### src/rtl/mips_isa_pkg.sv
// Shared MIPS ISA definitions: opcode/funct table, loader request kinds and field bundle.
package mips_isa_pkg;

    localparam logic [5:0] OP_RTYPE = 6'b000000;
    localparam logic [5:0] OP_LW    = 6'b100011;
    localparam logic [5:0] OP_SW    = 6'b101011;
    localparam logic [5:0] OP_BEQ   = 6'b000100;
    localparam logic [5:0] OP_ADDI  = 6'b001000;
    localparam logic [5:0] OP_J     = 6'b000010;

    localparam logic [5:0] FN_ADD   = 6'b100000;

    localparam int unsigned KIND_W  = 3;
    localparam int unsigned REG_W   = 5;
    localparam int unsigned IMM_W   = 16;
    localparam int unsigned TGT_W   = 26;
    localparam int unsigned WORD_W  = 32;

    // Request kind encoding; codes 6 and 7 are illegal.
    typedef enum logic [KIND_W-1:0] {
        KIND_ADD  = 3'd0,
        KIND_LW   = 3'd1,
        KIND_SW   = 3'd2,
        KIND_BEQ  = 3'd3,
        KIND_ADDI = 3'd4,
        KIND_J    = 3'd5
    } req_kind_e;

    typedef struct packed {
        logic [REG_W-1:0] rs;
        logic [REG_W-1:0] rt;
        logic [REG_W-1:0] rd;
        logic [IMM_W-1:0] imm;
        logic [TGT_W-1:0] target;
    } instr_fields_t;

endpackage

### src/rtl/instr_field_packer.sv
// Combinational packer: symbolic kind plus fields into a 32-bit MIPS word.
module instr_field_packer
    import mips_isa_pkg::*;
(
    input  logic [KIND_W-1:0] kind,
    input  instr_fields_t     fields,
    output logic [WORD_W-1:0] word,
    output logic              illegal
);

    // Select the instruction format for the requested kind.
    always_comb begin
        word    = '0;
        illegal = 1'b0;
        case (kind)
            KIND_ADD:  word = {OP_RTYPE, fields.rs, fields.rt, fields.rd, 5'b00000, FN_ADD};
            KIND_LW:   word = {OP_LW,    fields.rs, fields.rt, fields.imm};
            KIND_SW:   word = {OP_SW,    fields.rs, fields.rt, fields.imm};
            KIND_BEQ:  word = {OP_BEQ,   fields.rs, fields.rt, fields.imm};
            KIND_ADDI: word = {OP_ADDI,  fields.rs, fields.rt, fields.imm};
            KIND_J:    word = {OP_J,     fields.target};
            default:   illegal = 1'b1;
        endcase
    end

endmodule

### src/rtl/instr_encoder_loader.sv
// Program loader: encodes instruction requests and writes them to consecutive
// instruction-memory word addresses through an ack-handshaked write port.
module instr_encoder_loader
    import mips_isa_pkg::*;
#(
    parameter int unsigned ADDR_W    = 8,
    parameter int unsigned BASE_ADDR = 0
) (
    input  logic                  clk,
    input  logic                  rst,
    input  logic                  req_valid,
    output logic                  req_ready,
    input  logic [KIND_W-1:0]     req_kind,
    input  logic [REG_W-1:0]      req_rs,
    input  logic [REG_W-1:0]      req_rt,
    input  logic [REG_W-1:0]      req_rd,
    input  logic [IMM_W-1:0]      req_imm,
    input  logic [TGT_W-1:0]      req_target,
    input  logic                  req_last,
    input  logic                  restart,
    output logic                  mem_we,
    output logic [ADDR_W-1:0]     mem_addr,
    output logic [WORD_W-1:0]     mem_wdata,
    input  logic                  mem_ack,
    output logic                  done,
    output logic                  full,
    output logic                  err,
    output logic [ADDR_W:0]       word_count
);

    localparam int unsigned WC_W = ADDR_W + 1;
    localparam logic [ADDR_W-1:0] BASE     = ADDR_W'(BASE_ADDR);
    localparam logic [ADDR_W-1:0] LAST_ADR = {ADDR_W{1'b1}};

    localparam logic [1:0] ST_ACCEPT = 2'd0;
    localparam logic [1:0] ST_WRITE  = 2'd1;
    localparam logic [1:0] ST_DONE   = 2'd2;

    logic [1:0]        state, state_n;
    logic              last_q, last_n;
    logic              mem_we_n;
    logic [ADDR_W-1:0] mem_addr_n;
    logic [WORD_W-1:0] mem_wdata_n;
    logic              done_n, full_n, err_n;
    logic [WC_W-1:0]   word_count_n;

    logic [WORD_W-1:0] packed_word;
    logic              packed_illegal;
    instr_fields_t     fields;

    assign fields = '{rs: req_rs, rt: req_rt, rd: req_rd, imm: req_imm, target: req_target};

    instr_field_packer u_packer (
        .kind    (req_kind),
        .fields  (fields),
        .word    (packed_word),
        .illegal (packed_illegal)
    );

    assign req_ready = (state == ST_ACCEPT) && !rst;

    // Next-state and next-register computation for the loader FSM.
    always_comb begin
        state_n      = state;
        last_n       = last_q;
        mem_we_n     = mem_we;
        mem_addr_n   = mem_addr;
        mem_wdata_n  = mem_wdata;
        done_n       = done;
        full_n       = full;
        err_n        = err;
        word_count_n = word_count;
        case (state)
            ST_ACCEPT: begin
                if (req_valid) begin
                    if (packed_illegal) begin
                        // Illegal kinds are consumed without a write.
                        err_n = 1'b1;
                        if (req_last) begin
                            state_n = ST_DONE;
                            done_n  = 1'b1;
                        end
                    end else begin
                        mem_wdata_n = packed_word;
                        last_n      = req_last;
                        mem_we_n    = 1'b1;
                        state_n     = ST_WRITE;
                    end
                end
            end
            ST_WRITE: begin
                if (mem_we && mem_ack) begin
                    mem_we_n     = 1'b0;
                    word_count_n = word_count + WC_W'(1);
                    if (last_q) begin
                        state_n = ST_DONE;
                        done_n  = 1'b1;
                    end else if (mem_addr == LAST_ADR) begin
                        // Memory exhausted before the program ended; no wrap.
                        state_n = ST_DONE;
                        done_n  = 1'b1;
                        full_n  = 1'b1;
                    end else begin
                        mem_addr_n = mem_addr + ADDR_W'(1);
                        state_n    = ST_ACCEPT;
                    end
                end
            end
            ST_DONE: begin
                if (restart) begin
                    state_n      = ST_ACCEPT;
                    mem_addr_n   = BASE;
                    word_count_n = '0;
                    full_n       = 1'b0;
                    err_n        = 1'b0;
                    done_n       = 1'b0;
                end
            end
            default: begin
                state_n  = ST_ACCEPT;
                mem_we_n = 1'b0;
            end
        endcase
    end

    // State and output registers with synchronous reset.
    always_ff @(posedge clk) begin
        if (rst) begin
            state      <= ST_ACCEPT;
            last_q     <= 1'b0;
            mem_we     <= 1'b0;
            mem_addr   <= BASE;
            mem_wdata  <= '0;
            done       <= 1'b0;
            full       <= 1'b0;
            err        <= 1'b0;
            word_count <= '0;
        end else begin
            state      <= state_n;
            last_q     <= last_n;
            mem_we     <= mem_we_n;
            mem_addr   <= mem_addr_n;
            mem_wdata  <= mem_wdata_n;
            done       <= done_n;
            full       <= full_n;
            err        <= err_n;
            word_count <= word_count_n;
        end
    end

endmodule

### config.mk
export PLATFORM = sky130hd
export DESIGN_NAME = instr_encoder_loader
export DESIGN_NICKNAME = d
export VERILOG_FILES = /design/src/rtl/mips_isa_pkg.sv /design/src/rtl/instr_field_packer.sv /design/src/rtl/instr_encoder_loader.sv
export SDC_FILE = /design/constraint.sdc
export NUM_CORES = 1
export LEC_CHECK = 0
export ABC_AREA = 1
export CAP_MARGIN = 30
export CORE_UTILIZATION = 42
export CTS_CLUSTER_SIZE = 12
export DETAILED_ROUTE_END_ITERATION = 10
export PLACE_DENSITY = 0.87
export SETUP_SLACK_MARGIN = 0.15
export SLEW_MARGIN = 25
export SYNTH_ARGS = -nofsm -noshare
export SYNTH_HDL_FRONTEND = slang
export SYNTH_SLANG_ARGS = --single-unit
### constraint.sdc
create_clock -name clk -period 2.2 [get_ports clk]
set_clock_uncertainty 0.15 [all_clocks]
set_input_delay 0.44 -clock clk [delete_from_list [all_inputs] [get_ports clk]]
set_output_delay 0.44 -clock clk [all_outputs]
set_load 0.03 [all_outputs]
-- Yosys cells after proc, flatten, opt, wreduce, memory -nomap -nowiden
Index checks and enable logic that the tools add are counted.
- add/sub/neg operators: 2
- equal/unequal tests: 19
- mux-type cells: 35
- bitwise gates (word level): 1
- reduce and logical (&&, ||, !) cells: 17
- operator list (cell ; number):
    case mux 32 bit (6 select lines) ; 1
    two-way mux 8 bit ; 4
    two-way mux 9 bit ; 2
    inequality test 2 bit (second input constant) ; 9
    case mux 9 bit (2 select lines) ; 1
    case mux 8 bit (2 select lines) ; 1
    two-way mux 1 bit ; 14
    two-way mux 2 bit ; 7
    AND reduction 4 bit ; 3
    AND reduction 5 bit ; 2
    adder 9 x 1 -> 9 bit (second input constant) ; 1
    adder 8 x 1 -> 8 bit (second input constant) ; 1
    == test 8 bit (second input constant) ; 1
    AND reduction 7 bit ; 1
    == test 3 x 2 -> 1 bit (second input constant) ; 2
    == test 3 bit (second input constant) ; 2
    inequality test 3 bit (second input constant) ; 2
    case mux 1 bit (3 select lines) ; 2
    case mux 2 bit (3 select lines) ; 1
    AND reduction 3 bit ; 2
    OR reduction 6 bit ; 1
    case mux 1 bit (2 select lines) ; 2
    nonzero test 2 bit ; 2
    == test 3 x 1 -> 1 bit (second input constant) ; 1
    other kinds (8) ; 9
- bits in registers: 56
- input bits: 66
- output and inout port bits: 54
- logic and storage cells: 83

-- Longest topological paths before layout
Gate-level depths: netlist (run 1).
- depth after elaboration: 5
- mapped depth: 10
- gate-level depth less buffers: 10

-- Hierarchy
Synthesis (run 1) repeated with hierarchy kept, for this count alone.
- cell total of the unflattened synthesis: 462
- area total of the unflattened synthesis: 3010.4 µm²
- modules (own cells, without submodules) (module ; times used ; cells each ; area an instance (µm²) ; sequential area each (µm²)):
    instr_encoder_loader ; 1 ; 338 ; 2419.8 ; 1121.1
    instr_field_packer ; 1 ; 124 ; 590.6 ; 0.0

-- Worst setup path before layout (run 1)
OpenSTA, ideal clock, no wires.
- path kind: register to register
- from: reg mem_addr[0]
- to: reg mem_addr[5]
- setup time: 0.070 ns
- data arrival time: 1.613 ns
- path slack: 0.366 ns
- cell stages (with the launch flop): 10
- clock period less this slack: 1.834 ns
- cells stage by stage: dfxtp_1 -> ha_1 -> nand2_1 -> nor2_1 -> nand2_1 -> nand2_1 -> nand2_1 -> nand2_4 -> nand2_1 -> a21oi_1
- longest elaborated chain between the ends: 5
- elaborated cells between the ends (all ways): 8
- ends and longest elaborated chain (element ; RTL line ; text):
    from (decl) ; instr_encoder_loader.sv:22 ; output logic [ADDR_W-1:0] mem_addr,
    from (signal assigned) ; instr_encoder_loader.sv:142 ; mem_addr <= mem_addr_n;
    adder 8 x 1 -> 8 bit ; instr_encoder_loader.sv:104 ; mem_addr_n = mem_addr + ADDR_W'(1);
    two-way mux 8 bit ; instr_encoder_loader.sv:98 ; end else if (mem_addr == LAST_ADR) begin
    two-way mux 8 bit ; instr_encoder_loader.sv:95 ; if (last_q) begin
    two-way mux 8 bit ; instr_encoder_loader.sv:92 ; if (mem_we && mem_ack) begin
    case mux 8 bit (2 select lines) ; instr_encoder_loader.sv:73 ; case (state)
Parallel ways exist; a longest one is shown, timed or not. The select of a mux whose other input is x is not followed.
A chain may end at the register's enable or synchronous reset.

-- Worst setup path in the final report (run 1)
- from: reg mem_addr[4]
- to: out mem_addr[4]
No word-level cell between the ends.

==> flow_summary.json, run 1 <==
{
  "run_status": "completed",
  "insertion_delay_ns": 0.30,
  "boundaryPins": 120,
  "drc": 0,
  "r2r_start": "mem_addr[1]",
  "cts_buffers": 5,
  "layout-drive-gt1-share_pct": 7.429,
  "clk_pin_slew_ns": 0.09,
  "finalCriticalPeriod_ns": 1.997,
  "yosys_warnings": 0,
  "start_util_pct": 43.70,
  "timing.final.ws_setup_ns": 0.2031,
  "critical-path-top-delay-family": "buffers and inverters",
  "powerDensity_nw_per_um2": 594.9,
  "synth.yosys.seq_area_share_pct": 38.95,
  "fin_tns_setup_ns": 0,
  "postRouteWirelength_um": 8083,
  "ys_types": 30,
  "hold_start": "err",
  "grt_pass1_vias": 3006,
  "via_per_inst": 5.399,
  "rsz0062_at_grt": "no",
  "ir_worst_vdd_mv": 0.3702,
  "critPathArrivalTime_ns": 1.41,
  "cp_slowest_stage_delay_ns": 0.70,
  "startpoint": "mem_addr[4]",
  "cts_tree": "done",
  "fp.dieH_um": 83.29,
  "max_cap_violations": 0,
  "cp_max_fo": 6,
  "row_count": 29,
  "synth_top_area_cell": "dfxtp_1",
  "die_area_um2": 6936,
  "critical_path_class": "reg2out",
  "cp_slowest_cell": "clkdlybuf4s50_1",
  "final-hold-violation-count": 0,
  "syn_to_final_growth_pct": 49.77,
  "synth_nets": 473,
  "ant_nets": 0,
  "grt_max_degree": 29,
  "nets": 592,
  "drt-pass1-iter-count": 5,
  "pre_cts_ws_ns": 0.02577,
  "cts_sinks": 54,
  "setup_viol": 0,
  "detailedRoute.firstIterationViolations": 166,
  "grt_pass1_wl_um": 13420,
  "cp.required_ns": 1.61,
  "nFillCells": 556,
  "setup.worst_path.start_class": "flip-flop",
  "synthCells": 405,
  "cp_num_buf_inv": 1,
  "grt_antenna_before_repair": 0,
  "wire_per_inst_um": 13.43,
  "p_total_mw": 2.473,
  "diodes": 0,
  "synth_area_leaders": "dfxtp_1, nand2_1, a21oi_1",
  "htree_num_levels": 2,
  "synth_top_cell_area_share_pct": 38.95,
  "place.gp.congestion": 0.9059,
  "die_w_um": 83.29,
  "numPortBuffers": 118,
  "min_period_over_period_pct": 90.77,
  "grt_usage_pct": 23.27,
  "slew_viol_final": 0,
  "place_hpwl_um": 6072,
  "crit_chain": "clkdlybuf4s50_1",
  "worst_hold_path_type": "reg2reg",
  "synth.avg_cell_area_um2": 6.852,
  "fmax_mhz": 500.8,
  "overflow": 0,
  "critPathCaptureType": "output pin",
  "core_area_um2": 6350,
  "cts_buffer_depth": 2,
  "cts_root_buffer": "clkbuf_8",
  "synth_area_um2": 2775,
  "vias": 3250,
  "synth-seq-cells": 54,
  "leakage_nw": 1.797
}
## routing by layer
layer	wire length (um)	up-vias	track usage (%)
met4	103	0	5.486
met5	0	-	0
li1	-	1578	-
met2	4150	166	42.32
met1	3046	1496	26.34
met3	783	10	7.256
## area by class of cell
class | count | area [um2] | share of cell area (%)
multi-input combinational | 301 | 1464 | 35.22
timing repair buffer | 130 | 1287 | 30.98
sequential | 54 | 1082 | 26.04
inverter | 32 | 120.1 | 2.890
tap | 77 | 96.34 | 2.318
clock buffer | 7 | 76.32 | 1.836
clock inverter | 1 | 30.03 | 0.7225
## power breakdown
group	internal [mW]	switching (mW)
Combinational	0.313	0.408
Clock	0.341	0.308
Sequential	1.05	0.0543
Total	1.70	0.770
## synthesized netlist by cell type
cell and n:
nand4_1 9, nor3_1 5, nor2_1 30, clkbuf_1 4, o21ai_1 1, nor2_8 1, nor3b_1 2, inv_1 28
buf_4 3, o21ai_2 1, nand3_1 23, nand2_2 1, buf_6 3, o21ai_0 36, nor2_4 2, buf_2 7
inv_2 4, nand2_1 100, nor2_2 4, nand3b_1 2, a311oi_1 1, ha_1 2, buf_1 1, nand3_2 1
nand2_4 5, conb_1 1, dfxtp_1 54, a21oi_1 70, a31oi_1 3, xnor2_1 1
## placed cells by master, fill, tap and decap left out, drive strengths merged, types with 13 or more instances in the layout
cell and count:
a21oi 70, buf 13, clkdlybuf4s50 105, dfxtp 54, inv 32, nand2 106, nand3 24, nor2 37
o21ai 38
## worst paths after layout
kind	end	slack (ns)	depth (start not counted)
min reg2reg	err	0.33	2
min	err	0.33	2
max	mem_addr[4]	0.20	1
max reg2reg	mem_addr[4]	0.32	9
## per-stage QoR
step                      hold WS, ns  util (%)  instances  cell area [um2]
after global placement         0.3017     63.47        594             4030
after floorplan                0.2941         -        405             2775
after global routing           0.3530     65.46        602             4156
after detailed placement       0.3148     63.47        594             4030
final                          0.3277     65.46        602             4156
after CTS                      0.3289     65.08        602             4133
## worst register-to-register path: stages, from the launching register on
cell	delay (ns)
dfxtp_1	0.44
ha_1	0.25
nand2_1	0.10
nor2_1	0.17
nand2_1	0.08
nand2_1	0.06
nand2_1	0.18
nand2_4	0.16
nand2_1	0.07
a21oi_1	0.14
## timing repair
item                                    CTS  global route
hold buffers                              0             0
resized for setup                         3            10
endpoints found under the hold margin     0             0
endpoints found under the setup margin    3            17
buffers inserted                          0             0
## flip-flops by register name, summed over array words and instances (netlist names)
register	flops
mem_addr	8
last_q	1
err	1
word_count	9
done	1
mem_we	1
state	2
full	1
mem_wdata	30
## cell families after synthesis
kind of cell | after synthesis | synth area share (%)
AO/OA/AOI/OAI | 112 | 20.60
buffers and inverters | 50 | 8.295
AND/OR/NAND/NOR | 185 | 30.79
adder cells (fa/ha/maj) | 2 | 0.9016
XOR/XNOR | 1 | 0.3157
flip-flops | 54 | 38.95
other | 1 | 0.1351
(Power assumes the default switching activity.)
==> run 2: changes to the inputs <==
--- a/config.mk
+++ b/config.mk
@@ -10,6 +10,7 @@
 export CORE_UTILIZATION = 42
 export CTS_CLUSTER_SIZE = 12
 export DETAILED_ROUTE_END_ITERATION = 10
+export GPL_ROUTABILITY_DRIVEN = 0
 export PLACE_DENSITY = 0.87
 export SETUP_SLACK_MARGIN = 0.15
 export SLEW_MARGIN = 25
==> results of run 2 <==
Same layout as run 1: the final DEF is identical, and so are final timing and power.
==> run 3: changes to the inputs <==
--- a/config.mk
+++ b/config.mk
@@ -7,11 +7,11 @@
 export LEC_CHECK = 0
 export ABC_AREA = 1
 export CAP_MARGIN = 30
-export CORE_UTILIZATION = 42
+export CORE_UTILIZATION = 40
 export CTS_CLUSTER_SIZE = 12
 export DETAILED_ROUTE_END_ITERATION = 10
 export GPL_ROUTABILITY_DRIVEN = 0
-export PLACE_DENSITY = 0.87
+export PLACE_DENSITY = 0.84
 export SETUP_SLACK_MARGIN = 0.15
 export SLEW_MARGIN = 25
 export SYNTH_ARGS = -nofsm -noshare
==> run 3 against run 2 <==
Non-clock buffer count fell by 2. First-iteration DRC count is 13% higher. Setup slack improved by 0.0069 ns. Largest cell class unchanged. Register-to-register slack better by 0.04 ns. Clock power increased by 7.9%. Critical path type unchanged. Wire length increased by 3.7%. Total power increased by 2.4%. Critical path depth unchanged. Hold slack got worse by 0.0018 ns. Utilization fell by 1.5 points. Sequential cell count is the same.
==> flow_summary.json, run 3 (synthesized netlist as in run 1, its figures left out) <==
{
  "critPathCaptureType": "output pin",
  "overflow": 0,
  "met1_usage_pct": 26.05,
  "hold_start": "err",
  "diodes": 0,
  "drt-pass1-iter-count": 4,
  "hold_depth": 2,
  "detailedRoute.firstIterationViolations": 187,
  "finalCriticalPeriod_ns": 1.990,
  "drc": 0,
  "core_area_um2": 6531,
  "postRouteWirelength_um": 8383,
  "vias": 3176,
  "boundaryPins": 120,
  "cts_hold_buf": 0,
  "grt.busiest_layer": "met2",
  "layout.cells.most_common": "clkdlybuf4s50_1",
  "ant_nets": 0,
  "r2r_start": "mem_addr[1]",
  "cp_slowest_cell": "clkdlybuf4s50_1",
  "fin_tns_setup_ns": 0,
  "fp.dieH_um": 85.30,
  "syn_to_final_growth_pct": 50.50,
  "clk_pin_slew_ns": 0.10,
  "crit_chain": "clkdlybuf4s50_1",
  "p_total_mw": 2.533,
  "cp_slowest_stage_delay_ns": 0.69,
  "cts_tree": "done",
  "leakage_nw": 1.810,
  "cp.required_ns": 1.61,
  "max_cap_violations": 0,
  "slew_viol_final": 0,
  "timing.final.ws_setup_ns": 0.2100,
  "setup_viol": 0,
  "die_w_um": 85.30,
  "grt_pass1_wl_um": 13830,
  "place_hpwl_um": 6071,
  "grt_antenna_before_repair": 0,
  "rsz0062_at_grt": "no",
  "cts_buffer_depth": 2,
  "wire_per_inst_um": 13.97,
  "fmax_mhz": 502.5,
  "grtUsageMet2_pct": 43.18,
  "via_per_inst": 5.293,
  "grt_usage_pct": 23.55,
  "ff2ff_setup_slack_ns": 0.36,
  "run_status": "completed",
  "powerDensity_nw_per_um2": 606.4,
  "cts_sinks": 54,
  "insertion_delay_ns": 0.31,
  "setup.worst_path.start_class": "flip-flop",
  "worst_pin_slew_ns": 0.5072,
  "met3_usage_pct": 7.004,
  "nets": 590,
  "pre_cts_ws_ns": -0.06530,
  "critPathArrivalTime_ns": 1.40,
  "ir_worst_vdd_mv": 0.2941,
  "fin_util_pct": 63.95,
  "layout-drive-gt1-share_pct": 7.457,
  "largest_reg_flops": 30,
  "cts_buffers": 5,
  "critical_path_class": "reg2out",
  "critical-path-top-delay-family": "buffers and inverters",
  "row_count": 29,
  "cts_root_buffer": "clkbuf_8",
  "final_cell_mix": "clkdlybuf4s50_1, nand2_1, a21oi_1",
  "cp_max_fo": 4,
  "regMostFlops": "mem_wdata",
  "grt_max_degree": 37,
  "htree_num_levels": 2,
  "final-hold-violation-count": 0,
  "top_regs": "mem_wdata: 30 flops, word_count: 9 flops, mem_addr: 8 flops",
  "cp_num_buf_inv": 1,
  "die_area_um2": 7275,
  "numPortBuffers": 118,
  "worst_r2r_endpoint": "mem_addr[7]",
  "start_util_pct": 42.49,
  "min_to": "err",
  "rr_worst_depth": 9,
  "nFillCells": 581,
  "grt_pass1_vias": 3121,
  "worst_hold_path_type": "reg2reg",
  "relSlewSlack_pct": 65.83,
  "min_period_over_period_pct": 90.45
}
## run 3: cell types whose count changed in the layout (fill, tap and decap cells not counted)
cell             change
buf_12               +2
buf_4                -4
clkbuf_1             -2
clkdlybuf4s50_1      -2
dlygate4sd2_1        +2
inv_2                -1
inv_4                +1
inv_6                +2
## run 3: metal layers
metal,vias to the layer above,routed length [um]
li1,1573,-
met1,1468,3290
met2,125,4340
met3,10,652
met4,0,99
met5,-,0
## run 3: stage by stage
step                std cells  hold WS (ns)  area (um2)
global route              600        0.3349        4177
finish                    600        0.3259        4177
CTS                       600        0.3262        4150
global placement          592        0.3015        4040
detailed placement        592        0.3119        4040
floorplan                 405        0.2941        2775
## run 3: worst max-delay path by stage
stage / from / endpoint / slack (ns) / cells past startpoint
after floorplan: mem_addr[0] / mem_addr[5] / 0.37 / 9
after global placement: req_kind[1] / last_q / 0.02 / 7
after detailed placement: req_kind[1] / last_q / -0.07 / 7
after CTS: mem_addr[1] / mem_addr[1] / 0.15 / 1
after global routing: word_count[1] / word_count[1] / 0.15 / 1
final: word_count[8] / word_count[8] / 0.21 / 1
## run 3: layout make-up
class	count	area [um2]	share of cell area [%]
well taps	77	96.34	2.307
multi-input cells	301	1464	35.05
clock buffers	5	68.82	1.648
repair buffers	128	1295	31.01
clock inverters	3	47.55	1.138
flip-flops and latches	54	1082	25.91
inverters	32	122.6	2.936
## run 3: where the power goes
part	switching [mW]	total (mW)	internal (mW)
Combinational	0.414	0.731	0.317
Clock	0.353	0.700	0.348
Sequential	0.0528	1.10	1.05
Total	0.820	2.53	1.71
## run 3: repair_timing
action | CTS | global route
resized for setup | 5 | 12
setup endpoints to repair | 5 | 28
buffers inserted | 0 | 0
